--- src/rtl/player_motion.sv ---
// player_motion: integrates horizontal step pulses into pos_x and runs the
// vertical jump/fall state machine (integer gravity) that drives pos_y.
// Optional feature macro: DOUBLE_JUMP_EN (one extra jump per airborne period).
module player_motion #(
  parameter int X_MIN     = 0,
  parameter int X_MAX     = 623,
  parameter int CEIL_Y    = 0,
  parameter int FLOOR_Y   = 447,
  parameter int SPAWN_X   = 32,
  parameter int JUMP_V    = 8,
  parameter int MAX_FALL  = 10,
  parameter int VSTEP_DIV = 200000
) (
  input  logic       clk,
  input  logic       rst,
  input  logic [3:0] is_move,
  input  logic       jump_key,
  output logic [9:0] pos_x,
  output logic [9:0] pos_y,
  output logic [1:0] air_state,
  output logic       landed
);

  localparam int                VW          = (VSTEP_DIV > 2) ? $clog2(VSTEP_DIV) : 1;
  localparam logic [VW-1:0]     VSTEP_LAST  = VW'(VSTEP_DIV - 1);
  localparam logic [9:0]        X_MIN_C     = 10'(X_MIN);
  localparam logic [9:0]        X_MAX_C     = 10'(X_MAX);
  localparam logic [9:0]        CEIL_C      = 10'(CEIL_Y);
  localparam logic [9:0]        FLOOR_C     = 10'(FLOOR_Y);
  localparam logic [9:0]        SPAWN_C     = 10'(SPAWN_X);
  localparam logic signed [10:0] CEIL_S     = 11'(CEIL_Y);
  localparam logic signed [10:0] FLOOR_S    = 11'(FLOOR_Y);
  localparam logic [3:0]        JUMP_V_C    = 4'(JUMP_V);
  localparam logic [3:0]        MAX_FALL_C  = 4'(MAX_FALL);

  typedef enum logic [1:0] {
    ST_GROUND = 2'b00,
    ST_RISE   = 2'b10,
    ST_FALL   = 2'b11
  } state_e;

  // Gravity: fall speed grows by one per vertical step up to terminal speed.
  function automatic logic [3:0] sat_fall(input logic [3:0] v);
    logic [4:0] inc;
    inc = {1'b0, v} + 5'd1;
    if (inc >= {1'b0, MAX_FALL_C}) return MAX_FALL_C;
    else                           return inc[3:0];
  endfunction

  state_e         state_q, state_d;
  logic [9:0]     pos_x_q, pos_x_d;
  logic [9:0]     pos_y_q, pos_y_d;
  logic [3:0]     vel_q, vel_d;
  logic [VW-1:0]  vstep_q, vstep_d;
  logic           jump_q;
  logic           landed_q, landed_d;
  logic           vtick, jedge, air_jump;
  logic [3:0]     vel_fall;
  logic signed [10:0] y_rise, y_fall;
  logic           unused_move_bits;

  assign unused_move_bits = ^is_move[1:0];

  assign vtick    = (vstep_q == VSTEP_LAST);
  assign jedge    = jump_key & ~jump_q;
  assign vel_fall = sat_fall(vel_q);
  assign y_rise   = $signed({1'b0, pos_y_q}) - $signed({7'b0, vel_q});
  assign y_fall   = $signed({1'b0, pos_y_q}) + $signed({7'b0, vel_fall});

`ifdef DOUBLE_JUMP_EN
  logic dj_used_q, dj_used_d;
  assign air_jump = jedge & ~dj_used_q;
`else
  assign air_jump = 1'b0;
`endif

  // Horizontal step: opposing pulses cancel, bounds clamp.
  always_comb begin
    pos_x_d = pos_x_q;
    case (is_move[3:2])
      2'b10:   if (pos_x_q < X_MAX_C) pos_x_d = pos_x_q + 10'd1;
      2'b01:   if (pos_x_q > X_MIN_C) pos_x_d = pos_x_q - 10'd1;
      default: pos_x_d = pos_x_q;
    endcase
  end

  // Vertical-step divider: free-running, wraps at VSTEP_DIV-1.
  always_comb begin
    vstep_d = vtick ? '0 : vstep_q + 1'b1;
  end

  // Jump/fall next-state: a jump edge always beats a vertical step in the same cycle.
  always_comb begin
    state_d  = state_q;
    pos_y_d  = pos_y_q;
    vel_d    = vel_q;
    landed_d = 1'b0;
`ifdef DOUBLE_JUMP_EN
    dj_used_d = dj_used_q;
`endif
    case (state_q)
      ST_GROUND: begin
        if (jedge) begin
          state_d = ST_RISE;
          vel_d   = JUMP_V_C;
        end
      end
      ST_RISE: begin
        if (air_jump) begin
          state_d = ST_RISE;
          vel_d   = JUMP_V_C;
`ifdef DOUBLE_JUMP_EN
          dj_used_d = 1'b1;
`endif
        end else if (vtick) begin
          if (y_rise < CEIL_S) begin
            pos_y_d = CEIL_C;
            vel_d   = 4'd0;
            state_d = ST_FALL;
          end else begin
            pos_y_d = y_rise[9:0];
            vel_d   = vel_q - 4'd1;
            if (vel_q == 4'd1) state_d = ST_FALL;
          end
        end
      end
      ST_FALL: begin
        if (air_jump) begin
          state_d = ST_RISE;
          vel_d   = JUMP_V_C;
`ifdef DOUBLE_JUMP_EN
          dj_used_d = 1'b1;
`endif
        end else if (vtick) begin
          vel_d = vel_fall;
          if (y_fall >= FLOOR_S) begin
            pos_y_d  = FLOOR_C;
            vel_d    = 4'd0;
            state_d  = ST_GROUND;
            landed_d = 1'b1;
`ifdef DOUBLE_JUMP_EN
            dj_used_d = 1'b0;
`endif
          end else begin
            pos_y_d = y_fall[9:0];
          end
        end
      end
      default: state_d = ST_GROUND;
    endcase
  end

  // State registers; reset returns the player to spawn even mid-jump.
  always_ff @(posedge clk) begin
    if (rst) begin
      state_q  <= ST_GROUND;
      pos_x_q  <= SPAWN_C;
      pos_y_q  <= FLOOR_C;
      vel_q    <= 4'd0;
      vstep_q  <= '0;
      jump_q   <= 1'b0;
      landed_q <= 1'b0;
`ifdef DOUBLE_JUMP_EN
      dj_used_q <= 1'b0;
`endif
    end else begin
      state_q  <= state_d;
      pos_x_q  <= pos_x_d;
      pos_y_q  <= pos_y_d;
      vel_q    <= vel_d;
      vstep_q  <= vstep_d;
      jump_q   <= jump_key;
      landed_q <= landed_d;
`ifdef DOUBLE_JUMP_EN
      dj_used_q <= dj_used_d;
`endif
    end
  end

  assign pos_x     = pos_x_q;
  assign pos_y     = pos_y_q;
  assign air_state = state_q;
  assign landed    = landed_q;

endmodule

--- config.mk ---
export PLATFORM = sky130hd
export DESIGN_NAME = player_motion
export DESIGN_NICKNAME = d
export VERILOG_FILES = /design/src/rtl/player_motion.sv
export SDC_FILE = /design/constraint.sdc
export NUM_CORES = 1
export LEC_CHECK = 0
export CORE_MARGIN = 5
export CORE_UTILIZATION = 34
export CTS_BUF_LIST = sky130_fd_sc_hd__clkbuf_16
export CTS_CLUSTER_DIAMETER = 60
export DETAILED_ROUTE_END_ITERATION = 6
export GPL_TIMING_DRIVEN = 0
export HOLD_SLACK_MARGIN = 0.06
export PLACE_DENSITY = 0.64
export SYNTH_ARGS = -nofsm -noshare
export SYNTH_HDL_FRONTEND = slang
export SYNTH_SLANG_ARGS = --single-unit
--- constraint.sdc ---
create_clock -name clk -period 10.55 [get_ports clk]
set_clock_uncertainty 0.2 [all_clocks]
set_input_delay 2.11 -clock clk [delete_from_list [all_inputs] [get_ports clk]]
set_output_delay 2.11 -clock clk [all_outputs]
set_load 0.1 [all_outputs]
=== After elaboration in Yosys (flattened, before gate mapping) ===
Cells that the tools add are included.

* Reduce and logical (&&, ||, !) cells: 10
* Magnitude comparators: 5
* Add/subtract/negate cells: 7
* Bitwise gates (word level): 4
* Multiplexer cells: 23
* Eq/ne operators: 13

{| class="wikitable"
|+ Operators with widths
! cell !! number
|-
| two-way mux 10 bit || 6
|-
| case mux 10 bit (2 select lines) || 2
|-
| two-way mux 4 bit || 6
|-
| adder 18 x 1 -> 18 bit, second input constant || 1
|-
| equality test 18 bit, second input constant || 1
|-
| two-way mux 2 bit || 6
|-
| != test 2 bit, second input constant || 6
|-
| case mux 4 bit (3 select lines) || 1
|-
| adder 10 x 4 -> 11 bit || 1
|-
| greater-or-equal comparator 11 x 10 -> 1 bit, second input constant || 1
|-
| < comparator 11 x 1 -> 1 bit, second input constant || 1
|-
| subtractor 10 x 4 -> 11 bit || 1
|-
| adder 10 x 1 -> 10 bit, second input constant || 1
|-
| greater-than comparator 10 x 1 -> 1 bit, second input constant || 1
|-
| < comparator 10 bit, second input constant || 1
|-
| subtractor 10 x 1 -> 10 bit, second input constant || 1
|-
| equality test 2 bit, second input constant || 3
|-
| case mux 2 bit (3 select lines) || 1
|-
| AND reduction 3 bit || 2
|-
| adder 4 x 1 -> 5 bit, second input constant || 1
|-
| greater-or-equal comparator 5 x 4 -> 1 bit, second input constant || 1
|-
| AND reduction 5 bit || 1
|-
| equality test 4 x 1 -> 1 bit, second input constant || 1
|-
| AND reduction 4 bit || 1
|-
| other kinds (11) || 14
|}

* Output and inout port bits: 23
* Logic and storage cells: 69
* Bits in registers: 46

=== Longest topological paths before layout ===
* Depth after elaboration: 8
* Mapped depth: 15
* Mapped depth without buffers: 14

=== Least setup slack after synthesis ===
Ideal clock, no wire load.

* Path kind: input-to-reg
* Start point: input is_move[3]
* End point: register pos_x_q[9], in the netlist pos_x[9]
* Buffers on the path: 0
* Stages: 10
* Arrival time: 4.239 ns
* Required time: 10.280 ns
* Setup slack: 6.040 ns
* Cells stage by stage: inv_1 > ha_1 > ha_1 > a211oi_1 > o21ai_0 > or3_1 > a311oi_1 > xnor2_1 > or3_1 > a21oi_1

* Word-level cells in the longest chain between the ends: 3
* Elaborated cells between the ends (all ways): 7
* Those cells by class: eq/ne (4); mux (1); reduce/logical (2)

{| class="wikitable"
|+ RTL lines
! what !! line !! text
|-
| start: declaration || 16 || <nowiki>input logic [3:0] is_move,</nowiki>
|-
| equality test 2 x 1 -> 1 bit / equality test 2 bit (equally long branches) || 80 || <nowiki>case (is_move[3:2])</nowiki>
|-
| != test 2 bit (no source line) / nonzero test 2 bit (equally long branches) || n/a ||
|-
| AND reduction 3 bit (no source line) || n/a ||
|-
| end signal: assignment || 168 || <nowiki>pos_x_q <= pos_x_d;</nowiki>
|-
| end: declaration || 51 || <nowiki>logic [9:0] pos_x_q, pos_x_d;</nowiki>
|}

Parallel ways exist; a longest one is shown, timed or not.
A chain may end at the register's enable or synchronous reset.

=== Worst setup path in the final report ===
Ends and elaborated chain as after synthesis.

==> metrics.txt <==
status completed; Initial Util 0.3511; area post-placement 0.003691 mm²; CTS Hold Bufs 0; clock transition at the registers of the reported paths 0.07 ns; commonest non-fill, non-tap cell in the layout nor2_1; largest area contributor in the netlist dfxtp_1; fin cells 577; ant diodes 0; remaining antenna violation count 0; Critical Path AT 5.08 ns; Root Buffer clkbuf_16; DP HPWL 6.052 mm; Syn Nets 446; Pwr Density 119.1 mW/mm²; Peak VDD IR 0.00007849 V; drt first pass iters 5; leak pwr 1.470 nW; Clock power frac 0.348; Post-route DRC 0; dpl ws 5.152 ns; nets 480; type of element capturing the critical path flip-flop; final WL 7.943 mm; Slew headroom 0.3430; dpl cells 569; Clock Tree Buf Depth 2; Worst Setup Start Kind input port; ys flop type dfxtp_1; # rows 35; CP peak stage delay 0.43 ns; # Post-CTS Setup Buffers 0; fmax 0.1973 GHz; Final Core Density 0.4136; Req. time, crit path 10.56 ns; Flop pwr share 0.414; Crit path buffers/inverters 2; cts repair resizes 0; gr usage total 0.1367; critical path type in2reg; fin area 0.003840 mm²; routed len/inst 13.77 µm; Comb pwr share 0.238; Internal 0.0003031 W; share of layout cells above drive strength 1 0.05804; setup violators final 0; Syn Area/Cell 7.892 µm²; CTS sink cnt 46; maximum fanout along the worst path 10; HP Class reg2reg; final hold vios 0; R2R Setup Slk 6.20 ns; fin crit share 0.4805; DIE WIDTH 107.9 µm; chip height 107.9 µm; Yosys reg bits 46; sw frac 0.3373; first-pass GRT wire length 13.22 mm; Max Slew Vio Count 0; Overflow after GRT 0; vias in the first global route 2919; CTS tree built; clock latency on the worst-skew pair 0.28 ns; setup ws final 5.481 ns; Core ar. 0.009284 mm²; post-synthesis cell count 413; Netlist Area Pre-Place 0.003259 mm²; Synth cell types 61; post-synth top area share 0.2825; vias 3100; ranking of synthesized cells by area dfxtp_1 28%, ha_1 8.8%, nor2_1 6.1%; CP delay by family, top compound AO/OA/AOI/OAI gates; min cycle time layout 5.069 ns; NetSw 0.0001543 W; Seq/Total Area, Yosys 0.2825; Top Ports 30; unrepaired setup endpoints after global routing no; Layout Area Growth over Synthesis 17.81%; # H-tree levels 2; CTS Buf Count 5; First DRT Iteration DRCs 125; most frequent cells in the layout 53 x nor2_1, 46 x dfxtp_1, 27 x clkdlybuf4s50_1, 23 x inv_1, 23 x ha_1; Least-Margin Pin Slew 0.9824 ns; full die area 0.01164 mm²; MaxCap Viol Count 0; ys async rst share 0; fillers 958; GP Congestion 0.8266; critical path, cell by cell clkdlybuf4s50_1 > inv_1 > ha_1 > ha_1 > a211oi_1 > o21ai_0 > or3_1 > a311oi_1 > xnor2_1 > or3_1 > a21oi_1; setup_tns 0 ns; PortBufs 27; Via density 5.373; number of antenna violations at the first check in global routing 0; largest net degree at the start of global routing 17; Post-synth EDFFs 0; number of synthesis warnings 0; Crit-path slowest cell clkdlybuf4s50_1
-- power by group through the flow --
stage / logic (W) / registers [W] / clock network [W]
after global placement: 0.000107 / 0.000193 / 0
final: 0.000109 / 0.000190 / 0.000159
after detailed placement: 0.000108 / 0.000193 / 0
after CTS: 0.000109 / 0.000189 / 0.000164
after floorplan: 0.0000480 / 0.000228 / 0
after global routing: 0.000117 / 0.000191 / 0.000172
-- worst register-to-register path, cell delays in order (launching register included) --
cell      delay [ns]
dfxtp_1         0.56
inv_1           0.14
ha_1            0.35
or4_1           0.47
a21oi_1         0.26
ha_1            0.23
fa_1            0.21
a211oi_1        0.13
nor2_1          0.33
o211a_1         0.21
o21ai_0         0.17
a21oi_1         0.35
buf_2           0.30
inv_1           0.09
a311oi_1        0.26
-- per-layer routing --
layer | wire length, µm | vias up | global-route usage
li1 | - | 1561 | -
met3 | 401 | 10 | 0.02879
met4 | 99 | 0 | 0.04959
met1 | 3790 | 1452 | 0.1806
met2 | 3651 | 77 | 0.2198
met5 | 0 | - | 0
-- final timing paths --
kind         cells after the start  startpoint      endpoint
min                              1  vstep_q[0]    vstep_q[0]
max reg2reg                     14    vel_q[0]  air_state[1]
max                             11  is_move[3]      pos_x[9]
min reg2reg                      1  vstep_q[0]    vstep_q[0]
-- final cells by class --
cell class	instances	area [µm²]	share of cell area
multi-input combinational	325	2167	0.5644
sequential	46	920.9	0.2398
timing repair buffer	27	270.3	0.07038
tap	129	161.4	0.04203
clock buffer	5	125.1	0.03258
inverter	23	86.33	0.02248
buffer	19	85.08	0.02216
clock inverter	3	23.77	0.006191
-- cells by family after synthesis --
family | after synthesis | share of synthesized area
muxes | 4 | 0.01267
adders and majority gates | 26 | 0.1067
buffers and inverters | 42 | 0.05259
DFF | 46 | 0.2825
and+or+nand+nor | 170 | 0.2714
xor gates and xnor gates | 28 | 0.07524
AOI/OAI and AO/OA | 97 | 0.1989
-- metrics by stage --
stage | power [W] | hold slack (ns)
final | 0.0004574 | 0.2623
after global routing | 0.0004804 | 0.3011
after CTS | 0.0004615 | 0.2758
after detailed placement | 0.0003013 | 0.2604
after global placement | 0.0003002 | 0.2417
after floorplan | 0.0002761 | 0.2258
-- cell usage after synthesis, drive strengths merged, types with 7 or more instances --
master  instances
a31oi           7
clkbuf         13
a21oi          22
xnor2          13
nor2b           7
dfxtp          46
inv            23
ha             23
nand2          20
nand3          22
o21ai          23
xor2           15
a211oi          9
nor3           15
nor2           53
and3           12
-- registers in the layout (all words and copies together), names as in the netlist --
name and count:
vstep_q 18, pos_x 10, pos_y 10, vel_q 4, air_state 2, jump_q 1, landed 1
Note: power is estimated with default switching activity, not from simulation.
